**config.mk**
```make
export PLATFORM = sky130hd
export DESIGN_NAME = hazard_stall_ctrl
export DESIGN_NICKNAME = d
export VERILOG_FILES = /design/src/rtl/cpu_pipe_pkg.sv /design/src/rtl/hazard_match.sv /design/src/rtl/hazard_stall_ctrl.sv
export SDC_FILE = /design/constraint.sdc
export NUM_CORES = 1
export LEC_CHECK = 0
export ABC_AREA = 1
export CAP_MARGIN = 25
export CORE_ASPECT_RATIO = 1.2
export CORE_UTILIZATION = 40
export DETAILED_ROUTE_END_ITERATION = 10
export DONT_BUFFER_PORTS = 1
export GPL_TIMING_DRIVEN = 0
export PLACE_DENSITY = 0.66
export SLEW_MARGIN = 0
export SYNTH_ARGS = -nofsm -noshare
export SYNTH_HDL_FRONTEND = slang
export SYNTH_SLANG_ARGS = --single-unit
```
**constraint.sdc**
```tcl
create_clock -name clk -period 3.2 [get_ports clk]
set_clock_uncertainty 0.2 [all_clocks]
set_input_delay 0.64 -clock clk [delete_from_list [all_inputs] [get_ports clk]]
set_output_delay 0.64 -clock clk [all_outputs]
set_load 0.03 [all_outputs]
```
**src/rtl/cpu_pipe_pkg.sv**
```systemverilog
// Shared pipeline encodings for the 5-stage MIPS core: MemToReg/RegDst codes,
// destination-register decode and the hazard controller state type.
package cpu_pipe_pkg;

  localparam int unsigned REG_W = 5;
  localparam int unsigned MTR_W = 2;
  localparam int unsigned RDST_W = 2;

  localparam logic [MTR_W-1:0] MTR_ALU = 2'd0;
  localparam logic [MTR_W-1:0] MTR_MEM = 2'd1;
  localparam logic [MTR_W-1:0] MTR_PC4 = 2'd2;

  localparam logic [RDST_W-1:0] RDST_RD = 2'd0;
  localparam logic [RDST_W-1:0] RDST_RT = 2'd1;
  localparam logic [RDST_W-1:0] RDST_RA = 2'd2;
  localparam logic [RDST_W-1:0] RDST_XC = 2'd3;

  localparam logic [REG_W-1:0] REG_RA = 5'd31;
  localparam logic [REG_W-1:0] REG_XC = 5'd26;

  typedef enum logic {
    ST_RUN   = 1'b0,
    ST_STALL = 1'b1
  } stall_state_e;

  // Architectural register written by a producer, from its RegDst select.
  function automatic logic [REG_W-1:0] dest_reg(input logic [RDST_W-1:0] reg_dst,
                                                input logic [REG_W-1:0]  rd,
                                                input logic [REG_W-1:0]  rt);
    logic [REG_W-1:0] d;
    case (reg_dst)
      RDST_RD: d = rd;
      RDST_RT: d = rt;
      RDST_RA: d = REG_RA;
      default: d = REG_XC;
    endcase
    return d;
  endfunction

endpackage

```
**src/rtl/hazard_match.sv**
```systemverilog
// Compares one in-flight producer's destination against the ID-stage sources.
module hazard_match
  import cpu_pipe_pkg::*;
(
  input  logic              reg_wr_i,
  input  logic [RDST_W-1:0] reg_dst_i,
  input  logic [REG_W-1:0]  rd_i,
  input  logic [REG_W-1:0]  rt_i,
  input  logic [REG_W-1:0]  id_rs_i,
  input  logic [REG_W-1:0]  id_rt_i,
  input  logic              uses_rs_i,
  input  logic              uses_rt_i,
  output logic              hit_o
);

  logic [REG_W-1:0] dest;
  logic             wr_live;
  logic             hit_rs;
  logic             hit_rt;

  // $0 is never a real dependency, so a zero destination cannot match.
  assign dest    = dest_reg(reg_dst_i, rd_i, rt_i);
  assign wr_live = reg_wr_i && (dest != '0);
  assign hit_rs  = wr_live && uses_rs_i && (dest == id_rs_i);
  assign hit_rt  = wr_live && uses_rt_i && (dest == id_rt_i);
  assign hit_o   = hit_rs || hit_rt;

endmodule

```
**src/rtl/hazard_stall_ctrl.sv**
```systemverilog
// Load-use / ID-branch hazard stall FSM plus PC, IF/ID and ID/EX control.
// Optional HAZARD_STATS_EN adds saturating event counters.
module hazard_stall_ctrl
  import cpu_pipe_pkg::*;
#(
  parameter int unsigned STALL_CNT_W = 2
`ifdef HAZARD_STATS_EN
  ,
  parameter int unsigned STAT_W = 32
`endif
) (
  input  logic              clk,
  input  logic              rst_n,
  input  logic [REG_W-1:0]  ID_Rs,
  input  logic [REG_W-1:0]  ID_Rt,
  input  logic              ID_UsesRs,
  input  logic              ID_UsesRt,
  input  logic              ID_IsBranch,
  input  logic              ID_Jump,
  input  logic              ID_BranchTaken,
  input  logic              EX_RegWr,
  input  logic [MTR_W-1:0]  EX_MemToReg,
  input  logic [RDST_W-1:0] EX_RegDst,
  input  logic [REG_W-1:0]  EX_Rd,
  input  logic [REG_W-1:0]  EX_Rt,
  input  logic              MEM_RegWr,
  input  logic [MTR_W-1:0]  MEM_MemToReg,
  input  logic [RDST_W-1:0] MEM_RegDst,
  input  logic [REG_W-1:0]  MEM_Rd,
  input  logic [REG_W-1:0]  MEM_Rt,
  output logic              PC_Wr,
  output logic              IF_ID_Wr,
  output logic              IF_ID_Flush,
  output logic              ID_EX_Flush,
`ifdef HAZARD_STATS_EN
  output logic [STAT_W-1:0] Stat_LoadUse,
  output logic [STAT_W-1:0] Stat_BranchStall,
  output logic [STAT_W-1:0] Stat_Flush,
`endif
  output logic              Stalling
);

  stall_state_e           state_q, state_d;
  logic [STALL_CNT_W-1:0] cnt_q, cnt_d;
  logic [STALL_CNT_W-1:0] need;
  logic                   ex_hit;
  logic                   mem_hit;
  logic                   stall_c;

  hazard_match u_ex_match (
    .reg_wr_i  (EX_RegWr),
    .reg_dst_i (EX_RegDst),
    .rd_i      (EX_Rd),
    .rt_i      (EX_Rt),
    .id_rs_i   (ID_Rs),
    .id_rt_i   (ID_Rt),
    .uses_rs_i (ID_UsesRs),
    .uses_rt_i (ID_UsesRt),
    .hit_o     (ex_hit)
  );

  hazard_match u_mem_match (
    .reg_wr_i  (MEM_RegWr),
    .reg_dst_i (MEM_RegDst),
    .rd_i      (MEM_Rd),
    .rt_i      (MEM_Rt),
    .id_rs_i   (ID_Rs),
    .id_rt_i   (ID_Rt),
    .uses_rs_i (ID_UsesRs),
    .uses_rt_i (ID_UsesRt),
    .hit_o     (mem_hit)
  );

  // Stall depth: the deepest applicable rule wins; PC+4 producers always forward.
  always_comb begin
    need = '0;
    if (ID_IsBranch) begin
      if (ex_hit && (EX_MemToReg == MTR_MEM)) begin
        need = STALL_CNT_W'(2);
      end else if ((ex_hit && (EX_MemToReg == MTR_ALU)) ||
                   (mem_hit && (MEM_MemToReg == MTR_MEM))) begin
        need = STALL_CNT_W'(1);
      end
    end else if (ex_hit && (EX_MemToReg == MTR_MEM)) begin
      need = STALL_CNT_W'(1);
    end
  end

  always_ff @(posedge clk or negedge rst_n) begin
    if (!rst_n) begin
      state_q <= ST_RUN;
      cnt_q   <= '0;
    end else begin
      state_q <= state_d;
      cnt_q   <= cnt_d;
    end
  end

  // Next state and control outputs; reset low forces the defaults at once.
  always_comb begin
    state_d     = state_q;
    cnt_d       = cnt_q;
    stall_c     = 1'b0;
    PC_Wr       = 1'b1;
    IF_ID_Wr    = 1'b1;
    IF_ID_Flush = 1'b0;
    ID_EX_Flush = 1'b0;
    if (rst_n) begin
      case (state_q)
        ST_RUN: begin
          if (need != '0) begin
            stall_c = 1'b1;
            cnt_d   = need - STALL_CNT_W'(1);
            if (cnt_d != '0) state_d = ST_STALL;
          end else if (ID_Jump || ID_BranchTaken) begin
            IF_ID_Flush = 1'b1;
          end
        end
        default: begin
          stall_c = 1'b1;
          if (cnt_q != '0) cnt_d = cnt_q - STALL_CNT_W'(1);
          if (cnt_q <= STALL_CNT_W'(1)) state_d = ST_RUN;
        end
      endcase
      if (stall_c) begin
        PC_Wr       = 1'b0;
        IF_ID_Wr    = 1'b0;
        ID_EX_Flush = 1'b1;
      end
    end
  end

  assign Stalling = (state_q == ST_STALL);

`ifdef HAZARD_STATS_EN
  logic br_cause_q;
  logic br_cause;

  // Remember which rule opened the stall so later STALL cycles are attributed to it.
  assign br_cause = (state_q == ST_RUN) ? ID_IsBranch : br_cause_q;

  always_ff @(posedge clk or negedge rst_n) begin
    if (!rst_n) begin
      br_cause_q       <= 1'b0;
      Stat_LoadUse     <= '0;
      Stat_BranchStall <= '0;
      Stat_Flush       <= '0;
    end else begin
      if (stall_c && (state_q == ST_RUN)) br_cause_q <= ID_IsBranch;
      if (stall_c && !br_cause && (Stat_LoadUse != '1))
        Stat_LoadUse <= Stat_LoadUse + STAT_W'(1);
      if (stall_c && br_cause && (Stat_BranchStall != '1))
        Stat_BranchStall <= Stat_BranchStall + STAT_W'(1);
      if (IF_ID_Flush && (Stat_Flush != '1))
        Stat_Flush <= Stat_Flush + STAT_W'(1);
    end
  end
`endif

endmodule

```
==> flow_summary.ini, run 1 <==
[outcome]
status = completed

[route]
avgRoutedWirePerCell_um = 12.2
drt-pass1-iter-count = 4
final_antenna_net_count = 0
avgViaCountPerCell = 5.37
drt_iter0_drc = 40
vias = 1166
drc = 0
routed_wl_um = 2650

[cells_and_area]
area_growth_pct = 17.2
stdcell_area_mm2 = 0.00108
fin_nets = 238
n_antenna_cell = 0
layout-drive-gt1-share = 0.209
fin_util = 0.512

[global_route]
grt_pass1_vias = 996
grt_pass1_wl_um = 3880
overflow = 0
grt_antenna_before_repair = 0
grt_usage = 0.211
grt_max_degree = 8

[synth]
synthArstFlopShare = 1.00
synth_area_per_cell_um2 = 5.08
synth_area_leaders = nand2_1 26%, nand3_1 15%, inv_1 12%
synth_common_cells = 63 x nand2_1, 29 x inv_1, 28 x nand3_1, 20 x nor2_1
yosysWarnings = 0
yosys.cell_count.top_type = nand2_1
synth_cells = 182
ys_seq_area_frac = 0.0812
synth_top_cell_area_share = 0.256
syn_area_um2 = 925
synth_area_leader_cell = nand2_1
ys.flop_type = dfrtp_1
synth-edff-count = 0
synth_cell_type_count = 22
ys_ff_latch = 3
synth_fp_nets = 232

[critical_path]
max_stage_delay_ns = 0.21
crit_arrival_ns = 2.24
end_kind = output port
r2r_start = Stalling$_DFFE_PN0P_
critPathMostFrequentCell = nand2_1
slowest_stage = nor2_4
criticalPathCategory = in2out
worstPathRequired_ns = 2.36
crit_chain = clkinvlp_4 > nor2_4 > nand2_2 > nand3_1 > nand2_1 > nor2_1 > nand3_1 > nand2_1 > nand2_1 > nand2_1 > nand3_2 > ha_2 > nand2_4 > nand2_4 > buf_6
worstPathMaxFanout = 5
cp-start-kind = input pin
r2r_end = cnt_q[0]$_DFFE_PN0P_
ff2ff_path_depth = 7
rrSetupSlack_ns = 1.26

[placed_design]
hpwl_um = 2050
place_area_um2 = 962
io_buffers = 0
gp_congestion = 0.847

[clock_network]
cts_buffers = 3
clock_latency_ns = 0.25
clockBufferDepth = 2
cts_max_level = 1
cts_sinks = 3
cts_setup_buffers = 0
clk_pin_slew_worst_paths_ns = 0.05
tritoncts = done
cts-root-buf = clkbuf_4

[timing]
fin_crit_sh = 0.961
slew-limit-headroom = 0.676
min_period_ns = 3.08
setup_viol = 0
hold_violations = 0
fmax_mhz = 325
rsz0062_at_grt = true
drv_slew = 0
worst_slew_pin_slew_ns = 0.485

[run]
maxCapViolCount = 0

[floorplanning]
placementRows = 18
dieWidth_um = 45.9
pin_count = 52
die_y_um = 54.7
dieArea_mm2 = 0.00251
coreArea_mm2 = 0.00212
start_util = 0.437

[power]
power.density_mw_per_mm2 = 241
ir_drop_mv = 0.121
p_leak_nw = 0.634

[min_path]
min_path_cells = 2
hold_end = Stalling$_DFFE_PN0P_
worstHoldPathType = in2reg
hold_path_startpoint = EX_MemToReg[0]
layout make-up:
class,count,area [um2]
clock buffer,4,26.3
fill,242,1030
multi-input combinational,147,803
sequential,3,75.1
timing repair buffer,1,10.0
tap,30,37.5
inverter,31,120
buffer,1,11.3
sequential cells by signal (all words and copies together), names as in the netlist:
name / flops
cnt_q: 2
Stalling: 1
logic make-up (layout without fill, tap and decap cells):
logic type      count (synthesis)  in the layout  synth area share
simple gates                  126            126             0.631
buf+inv                        32             37             0.134
compound gates                 18             18             0.114
fa+ha+maj                       3              3            0.0406
flops                           3              3            0.0812
routing by layer:
layer,vias up,part of all wire,GRT usage
met5,-,0,0
met4,0,0.017,0.0980
met3,7,0.092,0.0462
met2,51,0.51,0.401
met1,526,0.38,0.212
li1,582,-,-
layout by cell type (no fill, tap or decap):
cell and instances:
nand4_4 1, nand3b_1 1, ha_2 1, o21ai_1 1, nand3_1 27, clkbuf_1 1
nor2_1 17, nand3b_4 1, ha_1 2, a31oi_1 1, buf_6 1, a21oi_2 1
clkbuf_4 3, nand3_2 2, inv_1 27, clkinvlp_4 1, o31ai_1 1, dlygate4sd3_1 1
nor3_4 1, nand2_4 2, o21ai_4 1, nor2_2 2, nand2_1 55, o21ai_2 2
nor2_4 3, dfrtp_1 3, inv_2 3, nand2_2 14, o21ai_0 3, a21oi_1 8
power by group:
group	internal (W)	switching, W	leakage [nW]
logic	0.0000486	0.0000817	0.583
clock network	0.0000474	0.0000293	0.0150
registers	0.0000483	0.00000540	0.0358
metrics by stage:
step | cells | setup slack (ns) | power (W) | TNS (ns) | hold slack [ns]
CTS | 217 | 0.00971 | 0.000242 | 0 | 0.405
global placement | 212 | -0.260 | 0.000168 | -0.671 | 0.144
detailed placement | 212 | -0.278 | 0.000173 | -0.787 | 0.144
finish | 217 | 0.124 | 0.000261 | 0 | 0.377
global route | 217 | -0.00962 | 0.000284 | -0.0267 | 0.399
floorplan | 182 | 0.00365 | 0.000152 | 0 | 0.144
worst max-delay path by stage:
stage | startpoint | to | slack (ns) | cells past startpoint
CTS | EX_RegDst[1] | IF_ID_Flush | 0.01 | 12
global route | MEM_RegDst[0] | PC_Wr | -0.01 | 15
detailed placement | MEM_RegDst[0] | IF_ID_Flush | -0.28 | 15
floorplan | MEM_RegDst[0] | IF_ID_Flush | 0.004 | 15
finish | MEM_RegDst[0] | PC_Wr | 0.12 | 15
global placement | MEM_RegDst[0] | IF_ID_Flush | -0.26 | 15
worst max-delay path: cells and delay by family:
kind                     cells  cell delay [ns]
adder cells (fa/ha/maj)      1             0.21
buffers and inverters        2             0.25
AND/OR/NAND/NOR             12             1.13
timing repair:
action / CTS / global route
hold buffers: 1 / 0
pin swaps: 0 / 4
resized for setup: 7 / 19
endpoints found under the setup margin: 3 / 3
gates cloned: 0 / 0
hold endpoints to repair: 3 / 0
No activity file was read; power rests on OpenSTA's default activity.
==> run 2: changes to the inputs <==
Settings changed: CORE_ASPECT_RATIO 1.2 to default, CORE_UTILIZATION 40 to 60, PLACE_DENSITY 0.66 to 0.88.
==> flow_summary.ini, run 2 (synthesized netlist as in run 1, its figures left out) <==
[route]
drt-pass1-iter-count = 4
final_antenna_net_count = 0
avgViaCountPerCell = 5.66
avgRoutedWirePerCell_um = 12.3
vias = 1143
routed_wl_um = 2490
drc = 0
drt_iter0_drc = 23

[floorplanning]
pin_count = 52
die_y_um = 41.3
coreArea_mm2 = 0.00137
dieWidth_um = 41.3
placementRows = 13
start_util = 0.677
dieArea_mm2 = 0.00170

[timing]
fin_setup_tns_ns = 0
min_period_ns = 3.08
drv_slew = 0
fin_crit_sh = 0.961
hold_violations = 0
worst_slew_pin_slew_ns = 0.459
holdWs_ns = 0.360
slew-limit-headroom = 0.694
fmax_mhz = 325
setup_viol = 0

[critical_path]
criticalPathCategory = in2out
cp_top_family = simple AND/OR/NAND/NOR gates
max_stage_delay_ns = 0.21
r2r_end = cnt_q[0]$_DFFE_PN0P_
end_kind = output port
r2r_start = Stalling$_DFFE_PN0P_
worstPathRequired_ns = 2.36
worstPathMaxFanout = 5
crit_arrival_ns = 2.24
critical_path_depth = 16
rrSetupSlack_ns = 1.21
critical_path.n_buffers_inverters = 2
crit_chain = inv_1 > nor2_4 > nand2_2 > nand2_1 > nand2_1 > nand2_1 > nor2_2 > nand3_1 > nand2_1 > nand2_1 > nand2_1 > nand3_2 > ha_2 > nand2_4 > nand2_4 > buf_6
slowest_stage = ha_2
critPathMostFrequentCell = nand2_1
ff2ff_path_depth = 7
cp-start-kind = input pin

[clock_network]
clockBufferDepth = 2
cts_buffers = 3
cts_sinks = 3
cts_max_level = 1
clk_pin_slew_worst_paths_ns = 0.05
cts_setup_buffers = 0
cts-root-buf = clkbuf_4
tritoncts = done
clock_latency_ns = 0.26

[cells_and_area]
stdcell_area_mm2 = 0.00106
n_antenna_cell = 0
mostFrequentLayoutCell = nand2_1
n_fill_cell = 110
fin_util = 0.777
largest_reg_flops = 2
mostFrequentLayoutCells = 55 x nand2_1, 28 x inv_1, 25 x nand3_1, 17 x nor2_1, 14 x nand2_2
top_register = cnt_q
final_cells = 202
fin_nets = 238
layout-drive-gt1-share = 0.209
area_growth_pct = 14.9

[placed_design]
post-place-cells = 197
gp_congestion = 0.889
place_area_um2 = 943
io_buffers = 0
hpwl_um = 1930

[outcome]
status = completed

[min_path]
min_path_cells = 2
worstHoldPathType = in2reg
hold_end = Stalling$_DFFE_PN0P_
hold_path_startpoint = EX_MemToReg[0]

[global_route]
grt_antenna_before_repair = 0
grt_max_degree = 8
grt_pass1_vias = 1009
grt_pass1_wl_um = 3480
grt_usage = 0.309
overflow = 0

[run]
maxCapViolCount = 0

[power]
ir_drop_mv = 0.110
p_leak_nw = 0.638
power.density_mw_per_mm2 = 247
-- run 2: worst max path at each step --
stage	slack (ns)	start	endpoint
after global placement	-0.18	MEM_RegDst[0]	IF_ID_Flush
after CTS	0.05	EX_RegDst[1]	PC_Wr
after floorplan	0.004	MEM_RegDst[0]	IF_ID_Flush
after global routing	-0.02	MEM_RegDst[0]	PC_Wr
final	0.12	MEM_RegDst[0]	PC_Wr
after detailed placement	-0.24	MEM_RegDst[0]	IF_ID_Flush
-- run 2: worst register-to-register path, stage by stage (launching register included) --
cell and delay, ns:
dfrtp_1 0.62, inv_1 0.21, nand2_4 0.15, nand2_4 0.12
a21oi_1 0.24, inv_1 0.09, a21oi_1 0.16, a21oi_2 0.07
-- run 2: what timing repair did --
item,in CTS,in global routing
gates cloned,0,0
hold buffers,1,0
pin swaps,0,4
gates resized for setup,7,19
endpoints found under the setup margin,3,3
endpoints found under the hold margin,3,0
-- run 2: cell type report --
cell class	count	area [um2]	share of cell area
buffer	1	11.3	0.0106
inverter	31	119	0.112
multi-input combinational	147	802	0.755
sequential	3	75.1	0.0707
timing repair buffer	1	10.0	0.00942
clock buffer	4	26.3	0.0247
tap	15	18.8	0.0177
-- run 2: power breakdown --
group	internal (W)	switching, W
sequential	0.0000482	0.00000506
combinational	0.0000494	0.0000850
clock	0.0000473	0.0000279
total	0.000145	0.000118
-- run 2: through the flow --
stage	total power [W]	worst slack [ns]
CTS	0.000249	0.0478
global route	0.000284	-0.0199
detailed placement	0.000172	-0.243
finish	0.000263	0.125
global placement	0.000165	-0.181
floorplan	0.000152	0.00365
-- run 2: layer usage --
layer | vias up | routed length (um) | global-route usage
met2 | 47 | 1330 | 0.641
met4 | 0 | 46 | 0.113
li1 | 585 | - | -
met1 | 505 | 937 | 0.275
met5 | - | 0 | 0
met3 | 6 | 180 | 0.0761
